### config.mk
export PLATFORM = sky130hd
export DESIGN_NAME = gat_feat_reader
export DESIGN_NICKNAME = d
export VERILOG_FILES = /design/src/rtl/gat_feat_reader.sv
export SDC_FILE = /design/constraint.sdc
export NUM_CORES = 1
export LEC_CHECK = 0
export CORE_MARGIN = 8
export CORE_UTILIZATION = 51
export CTS_CLUSTER_SIZE = 28
export DETAILED_ROUTE_END_ITERATION = 8
export GPL_TIMING_DRIVEN = 0
export PLACE_DENSITY = 0.86
export SETUP_SLACK_MARGIN = 0.3
export SLEW_MARGIN = 0
export SYNTH_ARGS = -nofsm -noshare
export SYNTH_HDL_FRONTEND = slang
export SYNTH_SLANG_ARGS = --single-unit
export TNS_END_PERCENT = 20
### constraint.sdc
create_clock -name clk -period 6.7 [get_ports clk]
set_input_delay 1.675 -clock clk [delete_from_list [all_inputs] [get_ports clk]]
set_output_delay 1.675 -clock clk [all_outputs]
set_load 0.1 [all_outputs]
### src/rtl/gat_feat_reader.sv
`default_nettype none
// ============================================================================
// gat_feat_reader : sweeps the GAT feature BRAM (port B, byte addressed) onto
// a valid/ready stream. Optional GAT_FEAT_RD_CHECKSUM_EN adds rd_checksum.
// Rev 1.0
// ============================================================================
module gat_feat_reader #(
  parameter int NEW_FEATURE_WIDTH  = 32,
  parameter int NUM_SUBGRAPHS      = 2708,
  parameter int NUM_FEATURE_OUT    = 16,
  parameter int NEW_FEATURE_DEPTH  = NUM_SUBGRAPHS * NUM_FEATURE_OUT,
  parameter int NEW_FEATURE_ADDR_W = $clog2(NEW_FEATURE_DEPTH),
  parameter int RD_LATENCY         = 1,
  parameter int FIFO_DEPTH         = RD_LATENCY + 2
) (
  input  logic                          clk,
  input  logic                          rst_n,
  input  logic                          gat_ready,
  input  logic                          rd_start,
  input  logic                          rd_abort,
  output logic [NEW_FEATURE_ADDR_W+1:0] feat_bram_addrb,
  input  logic [NEW_FEATURE_WIDTH-1:0]  feat_bram_dout,
  output logic [NEW_FEATURE_WIDTH-1:0]  m_tdata,
  output logic                          m_tvalid,
  input  logic                          m_tready,
  output logic                          m_tlast,
  output logic                          m_node_last,
  output logic                          rd_busy,
  output logic                          rd_done,
  output logic [31:0]                   rd_checksum
);

  localparam int CNT_W   = $clog2(FIFO_DEPTH + 1);
  localparam int PTR_W   = $clog2(FIFO_DEPTH);
  localparam int FEAT_W  = (NUM_FEATURE_OUT > 1) ? $clog2(NUM_FEATURE_OUT) : 1;
  localparam int ENTRY_W = NEW_FEATURE_WIDTH + 2;

  typedef enum logic [1:0] {
    IDLE  = 2'd0,
    ISSUE = 2'd1,
    DRAIN = 2'd2,
    DONE  = 2'd3
  } state_t;

  state_t                        state;
  logic [NEW_FEATURE_ADDR_W-1:0] word_idx;
  logic [FEAT_W-1:0]             feat_cnt;
  logic [RD_LATENCY-1:0]         sr_vld;
  logic [RD_LATENCY-1:0]         sr_last;
  logic [RD_LATENCY-1:0]         sr_nlast;
  logic [ENTRY_W-1:0]            fifo_mem [FIFO_DEPTH];
  logic [PTR_W-1:0]              wr_ptr;
  logic [PTR_W-1:0]              rd_ptr;
  logic [CNT_W-1:0]              fifo_count;
  logic [CNT_W-1:0]              inflight;
  logic                          issue;
  logic                          issue_last;
  logic                          issue_nlast;
  logic                          push;
  logic                          pop;
  logic                          start_ok;

  function automatic logic [PTR_W-1:0] ptr_inc(input logic [PTR_W-1:0] p);
    return (p == PTR_W'(FIFO_DEPTH - 1)) ? '0 : p + PTR_W'(1);
  endfunction

  always_comb begin
    inflight = '0;
    for (int i = 0; i < RD_LATENCY; i++) inflight = inflight + CNT_W'(sr_vld[i]);
  end

  // Credit: reads in flight plus queued words may never exceed the FIFO size.
  assign issue       = (state == ISSUE) &&
                       (({1'b0, inflight} + {1'b0, fifo_count}) < (CNT_W+1)'(FIFO_DEPTH));
  assign issue_last  = (word_idx == NEW_FEATURE_ADDR_W'(NEW_FEATURE_DEPTH - 1));
  assign issue_nlast = (feat_cnt == FEAT_W'(NUM_FEATURE_OUT - 1));
  assign push        = sr_vld[RD_LATENCY-1];
  assign pop         = m_tvalid & m_tready;
  assign start_ok    = (state == IDLE) && rd_start && gat_ready;

  assign feat_bram_addrb = {word_idx, 2'b00};
  assign m_tvalid        = (fifo_count != '0);
  assign {m_tlast, m_node_last, m_tdata} = fifo_mem[rd_ptr];

  always_ff @(posedge clk or negedge rst_n) begin
    if (!rst_n) begin
      state    <= IDLE;
      word_idx <= '0;
      feat_cnt <= '0;
      rd_busy  <= 1'b0;
      rd_done  <= 1'b0;
    end else if (rd_abort) begin
      state    <= IDLE;
      word_idx <= '0;
      feat_cnt <= '0;
      rd_busy  <= 1'b0;
      rd_done  <= 1'b0;
    end else begin
      rd_done <= 1'b0;
      case (state)
        IDLE: begin
          if (start_ok) begin
            state    <= ISSUE;
            word_idx <= '0;
            feat_cnt <= '0;
            rd_busy  <= 1'b1;
          end
        end
        ISSUE: begin
          if (issue) begin
            feat_cnt <= issue_nlast ? '0 : feat_cnt + FEAT_W'(1);
            if (issue_last) begin
              word_idx <= '0;
              state    <= DRAIN;
            end else begin
              word_idx <= word_idx + NEW_FEATURE_ADDR_W'(1);
            end
          end
        end
        DRAIN: begin
          if (pop && m_tlast) begin
            state   <= DONE;
            rd_done <= 1'b1;
          end
        end
        DONE: begin
          state   <= IDLE;
          rd_busy <= 1'b0;
        end
        default: state <= IDLE;
      endcase
    end
  end

  // Read-latency tracker: tags travel with the valid bit to meet the BRAM data.
  always_ff @(posedge clk or negedge rst_n) begin
    if (!rst_n) begin
      sr_vld   <= '0;
      sr_last  <= '0;
      sr_nlast <= '0;
    end else if (rd_abort) begin
      sr_vld   <= '0;
      sr_last  <= '0;
      sr_nlast <= '0;
    end else begin
      sr_vld[0]   <= issue;
      sr_last[0]  <= issue & issue_last;
      sr_nlast[0] <= issue & issue_nlast;
      for (int i = 1; i < RD_LATENCY; i++) begin
        sr_vld[i]   <= sr_vld[i-1];
        sr_last[i]  <= sr_last[i-1];
        sr_nlast[i] <= sr_nlast[i-1];
      end
    end
  end

  always_ff @(posedge clk or negedge rst_n) begin
    if (!rst_n) begin
      for (int i = 0; i < FIFO_DEPTH; i++) fifo_mem[i] <= '0;
      wr_ptr     <= '0;
      rd_ptr     <= '0;
      fifo_count <= '0;
    end else if (rd_abort) begin
      wr_ptr     <= '0;
      rd_ptr     <= '0;
      fifo_count <= '0;
    end else begin
      if (push) begin
        fifo_mem[wr_ptr] <= {sr_last[RD_LATENCY-1], sr_nlast[RD_LATENCY-1], feat_bram_dout};
        wr_ptr           <= ptr_inc(wr_ptr);
      end
      if (pop) rd_ptr <= ptr_inc(rd_ptr);
      case ({push, pop})
        2'b10:   fifo_count <= fifo_count + CNT_W'(1);
        2'b01:   fifo_count <= fifo_count - CNT_W'(1);
        default: fifo_count <= fifo_count;
      endcase
    end
  end

`ifdef GAT_FEAT_RD_CHECKSUM_EN
  logic [31:0] acc_word;
  logic [31:0] csum;

  if (NEW_FEATURE_WIDTH >= 32) begin : g_csum_trunc
    assign acc_word = m_tdata[31:0];
  end else begin : g_csum_zext
    assign acc_word = {{(32-NEW_FEATURE_WIDTH){1'b0}}, m_tdata};
  end

  always_ff @(posedge clk or negedge rst_n) begin
    if (!rst_n) begin
      csum <= '0;
    end else if (rd_abort || start_ok) begin
      csum <= '0;
    end else if (pop) begin
      csum <= csum + acc_word;
    end
  end

  assign rd_checksum = csum;
`else
  assign rd_checksum = 32'd0;
`endif

endmodule
`default_nettype wire

==> results.yml <==
timing:
  rsz0062_at_grt: "false"
  final.period_utilization_pct: 77.4
  setup_violations: 0
  hold_viol: 0
  post-route-min-period_ps: 5190
  relSlewSlack_pct: 29.3
  final-max-slew-violation-count: 0
  worstMarginPinSlew_ps: 1060
  whs_ps: 504
  final.setup.worst_slack_ps: 1510
  clock_skew_ps: 4.24
  timing.fmax_ghz: 0.193
clocking:
  cts_tree: "done"
  ctsResizeCount: 0
  cts.clk_slew.worst_paths_ps: 60
  cts_setup_buffers: 0
  numCtsBuffers: 17
  clock_latency_ps: 420
  htree_levels: 4
  root_buffer: "clkbuf_16"
  cts.sinks: 135
  clockBufferDepth: 2
  cts_hold_buf: 0
floorplan:
  coreArea_um2: 12700
  rows: 41
  io_pins: 125
  initial_core_util_pct: 52.3
  die-area_um2: 16900
  die_w_um: 130
  die_h_um: 130
setup_path:
  critical_path_arrival_ps: 3510
  crit_type: "reg -> out"
  crit_path_start_kind: "register"
  path_max_fanout: 10
  end_kind: "output port"
  crit_required_ps: 5030
  r2r_slack_ps: 3910
global_route:
  antenna_found_initial: 0
  grt_pass1_wl_um: 25900
  grt.overflow.total: 0
  grt_pass1_vias: 5170
  track_usage_pct: 19.8
  met3_usage_pct: 5.83
  met2_usage_pct: 34.1
  grt_start_max_net_pins: 79
  met1_usage_pct: 23.2
  busiest_layer: "met2"
placement:
  gp_congestion: 0.839
  place_area_um2: 7900
  place_hpwl_um: 11200
  io_buffers: 90
  post-place-ws_ps: 1950
yosys:
  ys_types: 48
  ys_ff_latch: 135
  syn_inst: 579
  synth_mux_area_share_pct: 22.9
  synth_compound_area_share_pct: 7.76
  syn_area_um2: 6630
  synth_top_family_by_area: "multiplexers"
  synthAdderAreaFrac_pct: 1.51
  synthXorXnorAreaFrac_pct: 0.132
  ys_seq_area_share_pct: 51.0
  yosysWarnings: 0
  synth_area_per_cell_um2: 11.4
  synthSimpleGateAreaFrac_pct: 10.3
finish:
  syn_to_final_growth_pct: 28.2
  final_area_um2: 8490
  insertedDiodeCount: 0
  layout.nets: 768
  drive_gt1_share_pct: 26.8
route:
  wirelength_um: 16100
  vias: 4902
  wl_per_cell_um: 17.8
  drc_errors: 0
  vias_per_cell: 5.41
  final_antenna_net_count: 0
  drtPass1Iterations: 4
  drt_iter0_markers: 381
power:
  leakage_nw: 3.81
  peakVddDrop_v: 0.000189
  power_density_nw_per_um2: 429
hold_path:
  hp-class: "reg -> reg"
job:
  maxCapViolCount: 0
status:
  status: "completed"
registers in the layout, indices dropped and copies added (netlist names):
| signal | cells |
|---|---|
| rd_busy | 1 |
| rd_done | 1 |
| state | 2 |
| fifo_count | 2 |
| push | 1 |
| rd_ptr | 2 |
| word_idx | 16 |
| fifo_mem | 102 |
| sr_last | 1 |
| sr_nlast | 1 |
| wr_ptr | 2 |
| feat_cnt | 4 |
layer usage:
layer,vias up,share of wire [%]
met2,165,51
met1,2447,40
met3,24,7.0
li1,2266,-
met5,-,0
met4,0,1.5
per-stage QoR:
stage | instances | utilization, % | total power (W) | setup TNS [ps]
global route | 906 | 67.0 | 0.00378 | 0
CTS | 906 | 67.0 | 0.00366 | 0
global placement | 874 | 62.1 | 0.00266 | -135500
detailed placement | 875 | 62.3 | 0.00271 | 0
finish | 906 | 67.0 | 0.00364 | 0
floorplan | 612 | - | 0.00234 | 0
placed cells by master, fill, tap and decap left out, types with 2 or more instances in the layout:
cell type        synthesis  layout
a211oi_1                 4       4
a21oi_1                 18      18
and2_1                   2       2
buf_1                    2       2
buf_2                   14      14
buf_4                   34      34
buf_6                    1       2
bufinv_16                0       3
clkbuf_1                11      14
clkbuf_16                0      17
clkbuf_8                 0       3
clkdlybuf4s50_1          0      89
clkinv_2                 0       3
conb_1                   1      34
dfrtp_1                135     135
ha_1                     8       8
inv_1                   10      10
mux2_2                 102     102
mux2i_1                 37      37
nand2_1                 57      57
nand3_1                 11      11
nand3b_1                 2       2
nand4_1                  6       6
nand4b_1                 2       2
nor2_1                  16      16
nor2b_1                  5       5
nor3_1                   6       6
nor3b_1                  2       2
nor3b_2                  2       2
o21ai_0                 62      62
or3_2                    6       6
or4_1                    2       2
final cells by class:
cell class / instances / area [um2]
fill: 969 / 4180
sequential: 135 / 3380
multi-input combinational: 405 / 2950
timing repair buffer: 91 / 930
clock buffer: 23 / 478
buffer: 62 / 385
tap: 172 / 215
clock inverter: 8 / 121
inverter: 10 / 37.5
cells by family (layout without fill, tap and decap cells):
group	after synthesis	count (layout)
xor gates and xnor gates	1	1
and+or+nand+nor	129	129
buffers and inverters	72	194
DFF	135	135
other	1	34
AOI/OAI and AO/OA	94	94
muxes	139	139
adders and majority gates	8	8
path summary, 6_finish.rpt:
check | start | end | cells after the start
worst max-delay path | rd_ptr[0] | m_tdata[21] | 5
worst min register to register | fifo_mem[34] | fifo_mem[34] | 1
max in group asynchronous | rst_n | fifo_mem[6] | 2
min in group asynchronous | rst_n | fifo_mem[7] | 1
worst min-delay path | fifo_mem[34] | fifo_mem[34] | 1
worst max register to register | fifo_count[0] | word_idx[13] | 7
synthesized netlist by cell type, drive strengths merged:
master	n	share of area [%]
a211oi	4	0.45
a21o	2	0.25
a21oi	18	1.4
a22oi	1	0.11
a311o	1	0.15
a311oi	1	0.13
a31oi	1	0.094
and2	2	0.19
and2b	1	0.11
buf	51	5.2
clkbuf	11	0.62
conb	1	0.057
dfrtp	135	51
ha	8	1.5
inv	10	0.57
mux2	102	17
mux2i	37	5.6
nand2	57	3.2
nand2b	1	0.094
nand3	11	0.83
nand3b	2	0.23
nand4	6	0.57
nand4b	2	0.26
nand4bb	1	0.17
nor2	17	1.1
nor2b	5	0.47
nor3	7	0.60
nor3b	4	0.60
nor4	3	0.60
o211ai	1	0.11
o21ai	62	4.7
o221a	1	0.17
o311ai	1	0.13
o31ai	1	0.11
or2	1	0.094
or3	6	0.68
or4	2	0.23
or4b	1	0.21
xor2	1	0.13
power by group:
group          leakage (nW)  switching, W  internal (W)
combinational          1.71       0.00114      0.000443
sequential             1.81      0.000111       0.00101
clock                 0.293      0.000326      0.000611
total                  3.81       0.00158       0.00206
critical path, cell delays in order, from the launching register on:
cell             delay [ps]
dfrtp_1                 380
buf_1                   500
buf_1                   650
mux2i_1                 180
o21ai_0                 220
clkdlybuf4s50_1        1170
Power figures use the tool's default switching activity.
